`src/rtl/vec_ctrl_pkg.sv`:
```
// Shared types for the registered scalar/vector main decoder: opcode map,
// control-word layout, sequencer states and the opcode lookup function.
package vec_ctrl_pkg;

  localparam int OP_W = 6;

  localparam logic [OP_W-1:0] OP_ADD    = 6'b000000;
  localparam logic [OP_W-1:0] OP_ADDI   = 6'b010000;
  localparam logic [OP_W-1:0] OP_FP     = 6'b000100;
  localparam logic [OP_W-1:0] OP_VFP    = 6'b001100;
  localparam logic [OP_W-1:0] OP_SW     = 6'b010001;
  localparam logic [OP_W-1:0] OP_LW     = 6'b010010;
  localparam logic [OP_W-1:0] OP_SWFP   = 6'b010101;
  localparam logic [OP_W-1:0] OP_LWFP   = 6'b010110;
  localparam logic [OP_W-1:0] OP_VST    = 6'b011101;
  localparam logic [OP_W-1:0] OP_VLD    = 6'b011110;
  localparam logic [OP_W-1:0] OP_BEQ    = 6'b100000;
  localparam logic [OP_W-1:0] OP_BLT    = 6'b100001;
  localparam logic [OP_W-1:0] OP_J      = 6'b100010;
  localparam logic [OP_W-1:0] OP_VSETFP = 6'b111111;
  localparam logic [OP_W-1:0] OP_START  = 6'b110010;
  localparam logic [OP_W-1:0] OP_CLOSE  = 6'b110001;

  typedef struct packed {
    logic       reg_write;
    logic       vreg_write;
    logic       memto_reg;
    logic       mem_write;
    logic       mem_data;
    logic       mem_src;
    logic       alu_src;
    logic       scalar;
    logic       reg_dst;
    logic [1:0] branch;
    logic       jump;
    logic [1:0] aluop;
  } ctrl_t;

  typedef enum logic [1:0] {IDLE, RUN, BEAT, HALT} state_e;

  typedef struct packed {
    ctrl_t ctrl;
    logic  legal;
    logic  vmem;
  } dec_t;

  function automatic dec_t decode_op(input logic [OP_W-1:0] op);
    dec_t d;
    d       = '0;
    d.legal = 1'b1;
    case (op)
      OP_ADD:    d.ctrl = 14'b10_0000_001_00_0_10;
      OP_ADDI:   d.ctrl = 14'b10_0000_100_00_0_00;
      OP_FP:     d.ctrl = 14'b01_0000_011_00_0_10;
      OP_VFP:    d.ctrl = 14'b01_0000_001_00_0_10;
      OP_SW:     d.ctrl = 14'b00_0100_100_00_0_00;
      OP_LW:     d.ctrl = 14'b10_1000_100_00_0_00;
      OP_SWFP:   d.ctrl = 14'b00_0110_100_00_0_00;
      OP_LWFP:   d.ctrl = 14'b01_1010_100_00_0_00;
      OP_VST:    d.ctrl = 14'b00_0101_100_00_0_00;
      OP_VLD:    d.ctrl = 14'b01_1001_100_00_0_00;
      OP_BEQ:    d.ctrl = 14'b00_0000_000_01_0_00;
      OP_BLT:    d.ctrl = 14'b00_0000_000_10_0_00;
      OP_J:      d.ctrl = 14'b00_0000_000_00_1_00;
      OP_VSETFP: d.ctrl = 14'b01_0000_100_00_0_00;
      OP_START:  d.ctrl = '0;
      OP_CLOSE:  d.ctrl = '0;
      default:   d.legal = 1'b0;
    endcase
    d.vmem = (op == OP_VLD) || (op == OP_VST);
    return d;
  endfunction

endpackage

```
`src/rtl/maindec_comb.sv`:
```
// Combinational opcode lookup: control word, legality and vector-memory flag.
module maindec_comb
  import vec_ctrl_pkg::*;
(
  input  logic [OP_W-1:0] op,
  output ctrl_t           ctrl,
  output logic            legal,
  output logic            vmem
);

  dec_t d;

  always_comb begin
    d     = decode_op(op);
    ctrl  = d.ctrl;
    legal = d.legal;
    vmem  = d.vmem;
  end

endmodule

```
`src/rtl/vec_maindec_seq.sv`:
```
// Registered main decoder with run-state tracking and vld/vst beat expansion.
// Handshake: ctrl is consumed by execute whenever ctrl_valid=1 and hold=0;
// fetch keeps op stable on any cycle that follows stall_req=1.
module vec_maindec_seq
  import vec_ctrl_pkg::*;
#(
  parameter int OPW       = 6,
  parameter int VLANES    = 8,
  parameter int MEM_LANES = 2,
  parameter int BEATS     = VLANES / MEM_LANES,
  localparam int BW       = (BEATS > 1) ? $clog2(BEATS) : 1
) (
  input  logic           clk,
  input  logic           rst,
  input  logic [OPW-1:0] op,
  input  logic           op_valid,
  input  logic           hold,
  input  logic           flush,
  output logic [13:0]    ctrl,
  output logic           ctrl_valid,
  output logic [BW-1:0]  beat_idx,
  output logic           last_beat,
  output logic           stall_req,
  output logic           running,
  output logic           halted,
  output logic           illegal_op,
  output state_e         state
);

  localparam logic [BW-1:0] LAST_IDX = BW'(BEATS - 1);

  logic [OP_W-1:0] op_dec;
  ctrl_t           dec_ctrl;
  logic            dec_legal;
  logic            dec_vmem;
  ctrl_t           ctrl_q;
  logic [BW-1:0]   beat_nx;

  assign op_dec  = OP_W'(op);
  assign beat_nx = beat_idx + BW'(1);

  maindec_comb u_dec (
    .op    (op_dec),
    .ctrl  (dec_ctrl),
    .legal (dec_legal),
    .vmem  (dec_vmem)
  );

  always_ff @(posedge clk) begin
    if (rst) begin
      state      <= IDLE;
      ctrl_q     <= '0;
      ctrl_valid <= 1'b0;
      beat_idx   <= '0;
      last_beat  <= 1'b0;
      stall_req  <= 1'b0;
      illegal_op <= 1'b0;
    end else if (hold) begin
      // Everything freezes, but the illegal pulse must not stretch.
      illegal_op <= 1'b0;
    end else begin
      illegal_op <= 1'b0;
      stall_req  <= 1'b0;
      last_beat  <= 1'b0;
      if (flush) begin
        ctrl_q     <= '0;
        ctrl_valid <= 1'b0;
        beat_idx   <= '0;
        if (state == BEAT) state <= RUN;
      end else begin
        case (state)
          IDLE: begin
            ctrl_q     <= '0;
            ctrl_valid <= 1'b0;
            beat_idx   <= '0;
            if (op_valid && op_dec == OP_START) state <= RUN;
          end
          RUN: begin
            ctrl_q     <= '0;
            ctrl_valid <= 1'b0;
            beat_idx   <= '0;
            if (op_valid) begin
              if (!dec_legal) begin
                illegal_op <= 1'b1;
              end else begin
                ctrl_q     <= dec_ctrl;
                ctrl_valid <= 1'b1;
                if (dec_vmem && BEATS > 1) begin
                  stall_req <= 1'b1;
                  state     <= BEAT;
                end else begin
                  last_beat <= 1'b1;
                  if (op_dec == OP_CLOSE) state <= HALT;
                end
              end
            end
          end
          BEAT: begin
            // ctrl_q is left untouched so every beat repeats the same word.
            ctrl_valid <= 1'b1;
            beat_idx   <= beat_nx;
            if (beat_nx == LAST_IDX) begin
              last_beat <= 1'b1;
              state     <= RUN;
            end else begin
              stall_req <= 1'b1;
            end
          end
          HALT: begin
            ctrl_q     <= '0;
            ctrl_valid <= 1'b0;
            beat_idx   <= '0;
          end
          default: state <= IDLE;
        endcase
      end
    end
  end

  assign ctrl    = ctrl_q;
  assign running = (state == RUN) || (state == BEAT);
  assign halted  = (state == HALT);

endmodule
```
`config.mk`:
```
export PLATFORM = sky130hd
export DESIGN_NAME = vec_maindec_seq
export DESIGN_NICKNAME = d
export VERILOG_FILES = /design/src/rtl/vec_ctrl_pkg.sv /design/src/rtl/maindec_comb.sv /design/src/rtl/vec_maindec_seq.sv
export SDC_FILE = /design/constraint.sdc
export NUM_CORES = 1
export LEC_CHECK = 0
export ABC_AREA = 1
export BUFFER_PORTS_ARGS = -buffer_cell sky130_fd_sc_hd__buf_4
export CAP_MARGIN = 20
export CORE_MARGIN = 2
export CORE_UTILIZATION = 52
export DETAILED_ROUTE_END_ITERATION = 8
export GPL_TIMING_DRIVEN = 0
export PLACE_DENSITY = 0.79
export REMOVE_ABC_BUFFERS = 1
export SKIP_CTS_REPAIR_TIMING = 1
export SYNTH_ARGS = -nofsm -noshare
export SYNTH_HDL_FRONTEND = slang
export SYNTH_SLANG_ARGS = --single-unit
```
`constraint.sdc`:
```
create_clock -name clk -period 2.2 [get_ports clk]
set_input_delay 0.22 -clock clk [delete_from_list [all_inputs] [get_ports clk]]
set_output_delay 0.22 -clock clk [all_outputs]
set_load 0.01 [all_outputs]
```
# Word level (Yosys, flattened, before mapping)
# Index checks and enable logic that the tools add are counted.
# word_totals
wordCells,94
out_inout_bits,24
register_bits,22
in_bits,11
# classes
n_reduce_logical,13
bitwise,3
addsub,1
mux,34
eq_ne,25
# ops
operator,count
$pmux 14 s14,1
$eq 6x5->1 const B,7
$mux 14,3
$eq 6x6->1 const B,6
$pmux 14 s2,1
$mux 2,9
$reduce_or 16->1,1
$mux 1,15
$ne 3x3->1 const B,3
$reduce_and 8->1,1
$eq 2x2->1 const B,3
$eq 6x3->1 const B,1
$eq 6x4->1 const B,1
$logic_not 6->1,1
$pmux 2 s3,1
$reduce_bool 3->1,2
$reduce_or 5->1,1
$ne 4x4->1 const B,1
$pmux 1 s2,2
$pmux 2 s2,1
$ne 3x2->1 const B,1
$not 1->1,3
$pmux 1 s3,1
$reduce_or 3->1,1
other kinds (8),9

# Depth between registers and ports, before layout
# depth
word_depth,7
mapped_depth,13
mapped_depth_nobuf,13

# Modules after synthesis
# From an unflattened synthesis, not the netlist that was laid out.
# unflattened
hier_cells,206
hier_area_um2,1452.6
# modules_own_cells
module,area_per_inst_um2,instances,cells_each,seq_area_each_um2
vec_maindec_seq,1192.4,1,150,440.4
maindec_comb,260.2,1,56,0.0

# Worst setup path before layout
# No wires, ideal clock.
# synth_timing
path_type,reg-to-reg
from,reg state[0]
to,reg ctrl_q (netlist bit ctrl[11])
required_ns,2.068
setup_time_ns,0.132
n_path_buf,1
arrival_ns,1.634
synth_period_minus_slack_ns,1.766
stages_incl_launch_ff,8
setup_slack_ns,0.434
path_cell_list,dfxtp_1 -> inv_1 -> ha_1 -> a31oi_1 -> inv_1 -> clkbuf_1 -> nand2_1 -> a21oi_1
# synth_via
elab_chain_cells,4
elab_cells_between_ends,8
# synth_rtl
item,line,rtl
start: declaration,vec_maindec_seq.sv:27,output state_e state
start signal: assignment,vec_maindec_seq.sv:51,state <= IDLE;
start signal: assignment,vec_maindec_seq.sv:69,if (state == BEAT) state <= RUN;
start signal: assignment,vec_maindec_seq.sv:76,if (op_valid && op_dec == OP_START) state <= RUN;
$eq 2x2->1 or $logic_not 2->1 (tied branches),vec_maindec_seq.sv:71,case (state)
$reduce_or 2->1 (no line),n/a,
$pmux 14 s2 or $reduce_bool 3->1 (tied branches),n/a,
$mux 14 or $reduce_and 2->1 (tied branches),n/a,
end signal: assignment,vec_maindec_seq.sv:86,ctrl_q <= dec_ctrl;
end: declaration,vec_maindec_seq.sv:36,ctrl_t ctrl_q;
# Parallel ways exist; a longest one is shown, timed or not.
# A chain may end at the register's enable or synchronous reset.

# Final worst setup path
# layout_timing
from,reg state[0]
to,reg ctrl_q (netlist bit ctrl[7])
# The elaborated chain is that of the path after synthesis.

==> out/metrics.csv <==
stage,metric,value,unit
drt,Avg Vias per Cell,5.31,
cts,CTS buffer count,3,
final_layout,antenna fix cells,0,
cts,CTS max path bufs,2,
setup_path,r2r setup slk,0.37,ns
cts,clock sink total,20,
drt,antenna-violating nets left,0,
timing,fin crit period,1.83,ns
yosys,"Avg Cell Area, Syn",6.69,sq um
floorplan,Die Span X,54.0,um
timing,RSZ-0062 raised after global routing,no,
yosys,post-synthesis sequential area ratio,0.308,
pwr,maximum VDD drop,291,uV
setup_path,worst path required time,2.41,ns
final_layout,layout cell share with drive strength beyond 1,0.262,
timing,fmax,548,MHz
cts,root buf cell,clkbuf_4,
place,DP HPWL,2.57,mm
yosys,synth warn,0,
pwr,leak pwr,0.737,nW
drt,routed length per instance,12.3,um
drt,vias post-DR,1355,
drt,DR iter-0 viols,41,
final_layout,area grow syn2layout,22.4,%
run,Max-cap violations,0,
hold_path,hold path start,hold,
floorplan,Initial Util,0.539,
yosys,Adder-Cell Fraction of Synth Area,0.0674,
yosys,Synth Cell Area,1300,sq um
grt,gr usage total,0.247,
timing,final hold violations,0,
final_layout,Non-Filler Instances,255,
timing,skew final,0.00176,ns
setup_path,Worst R2R End,ctrl[7],
cts,CTS tree,yes,
setup_path,CP endpoint kind,flop,
drt,DR DRC count,0,
grt,first-pass GRT wire length,5.31,mm
floorplan,Core Footprint,2410,sq um
cts,"CTS clk-pin slew, worst paths",0.12,ns
timing,count of endpoints failing setup in the final report,0,
floorplan,Ports,35,
yosys,Post-Synth Simple-Gate Area,0.394,
pwr,power per cell area,443,nW/um^2
place,placed cell count,251,
yosys,compound-gate portion of the synthesized area,0.137,
setup_path,CP startpoint kind,flop,
floorplan,Die Height,54.0,um
run_status,status,"finished, final reports clean",
place,IO Port Bufs,33,
grt,largest net degree at the start of global routing,19,
timing,Fin Setup TNS,0,ns
drt,drt pass-1 iters,4,
yosys,Post-Synth XOR/XNOR Area,0,
setup_path,Worst R2R Path Depth,6,
grt,grt ovf,0,
setup_path,crit path DAT,2.03,ns
yosys,Syn Inst Count,194,
cts,Max H-tree Level,1,
floorplan,# rows,18,
place,gpl congestion,0.897,
grt,vias in the first global route,1231,
grt,initial antenna violation count,0,
yosys,mux contribution to synthesized area,0,
timing,final slew viol count,0,
hold_path,Hold Path Depth,2,
final_layout,Nets,244,
setup_path,critical path class,reg2reg,
hold_path,hold endpoint,illegal_op,
yosys,"Distinct cells, synth",30,
timing,Final Cycle Share,0.830,
hold_path,worst hold path class,in2reg,
final_layout,fillcell total,220,
yosys,Synth Register Bits,20,
yosys,largest family of logic cells by synthesized area,simple AND/OR/NAND/NOR gates,
setup_path,CP Max Fanout,12,
setup_path,R2R Path Start,state[0],
pwr,Tot Pwr,704,uW
cts,clk_lat worst skew,0.30,ns
floorplan,die area,2910,sq um
final_layout,fin util,0.660,
drt,Final Routed Wirelength,3.15,mm
synthesized netlist by cell type:
cell,count,area (sq um)
a21o_1,1,7.51
a21oi_1,19,95.1
a21oi_2,1,8.76
a22oi_1,1,7.51
a31oi_1,2,12.5
buf_4,2,15.0
clkbuf_1,4,15.0
clkinv_2,1,5.00
conb_1,1,3.75
dfxtp_1,20,400
ha_1,7,87.6
inv_1,18,67.6
inv_2,4,15.0
nand2_1,46,173
nand2_2,3,18.8
nand2_4,2,22.5
nand3_1,14,70.1
nand3_2,2,20.0
nand3b_1,1,7.51
nand4_1,3,18.8
nor2_1,20,75.1
nor2_2,2,12.5
nor2_4,5,56.3
nor3_1,5,25.0
nor4_1,1,6.26
o211ai_1,1,7.51
o21ai_0,5,25.0
o21ai_1,1,5.00
o21ai_2,1,8.76
or2_2,1,6.26
cell families after synthesis:
kind of cell / Yosys count
buffers and inverters: 29
other: 1
and+or+nand+nor: 105
adders and majority gates: 7
DFF: 20
AOI/OAI and AO/OA: 32
worst max-delay path: stages, from the launching register on:
cell and delay (ns):
dfxtp_1 0.43, inv_1 0.12, ha_1 0.40, a31oi_1 0.33, inv_1 0.26, nand2_1 0.13
a21oi_2 0.06
how the worst max path moves through the flow:
stage	from	to	slack, ns	cells after the start
global route	state[0]	ctrl[12]	0.20	6
detailed placement	state[0]	ctrl[8]	0.40	6
floorplan	state[0]	ctrl[7]	0.51	6
global placement	state[0]	ctrl[7]	0.47	6
finish	state[0]	ctrl[7]	0.37	6
CTS	state[0]	ctrl[8]	0.38	6
metal layers:
| metal | share of wire | GRT usage | routed length (um) | vias up |
|---|---|---|---|---|
| li1 | - | - | - | 686 |
| met1 | 0.44 | 0.292 | 1380 | 616 |
| met2 | 0.50 | 0.453 | 1560 | 46 |
| met3 | 0.050 | 0.0222 | 159 | 7 |
| met4 | 0.016 | 0.0958 | 50 | 0 |
| met5 | 0 | 0 | 0 | - |
power breakdown:
group	internal (mW)	total (mW)	switching, mW
Combinational	0.0390	0.119	0.0801
Clock	0.101	0.219	0.118
Sequential	0.364	0.366	0.00207
Total	0.504	0.704	0.200
layout make-up:
cell class / instances / area, sq um / share of cell area
well taps: 30 / 37.5 / 0.0236
multi-input cells: 145 / 781 / 0.491
clock buffers: 4 / 36.3 / 0.0228
repair buffers: 33 / 248 / 0.156
flip-flops and latches: 20 / 400 / 0.252
inverters: 23 / 87.6 / 0.0551
cells in the final DEF (no fill, tap or decap), drive strengths merged:
cell type | netlist | layout
a21o | 1 | 1
a21oi | 20 | 20
a22oi | 1 | 1
a31oi | 2 | 2
buf | 2 | 33
clkbuf | 4 | 4
clkinv | 1 | 1
conb | 1 | 1
dfxtp | 20 | 20
ha | 7 | 7
inv | 22 | 22
nand2 | 51 | 51
nand3 | 16 | 16
nand3b | 1 | 1
nand4 | 3 | 3
nor2 | 27 | 27
nor3 | 5 | 5
nor4 | 1 | 1
o211ai | 1 | 1
o21ai | 7 | 7
or2 | 1 | 1
per-stage QoR:
step | instance area, sq um | hold slack, ns | setup slack [ns]
final | 1590 | 0.137 | 0.375
after global routing | 1590 | 0.143 | 0.203
after CTS | 1590 | 0.143 | 0.382
after detailed placement | 1550 | 0.460 | 0.401
after global placement | 1550 | 0.452 | 0.465
after floorplan | 1270 | 0.282 | 0.513
registers in the layout, indices dropped and copies added, names as in the netlist:
signal      flops
stall_req       1
state           2
last_beat       1
ctrl_valid      1
beat_idx        2
illegal_op      1
ctrl           12
No activity file was read; power rests on OpenSTA's default activity.
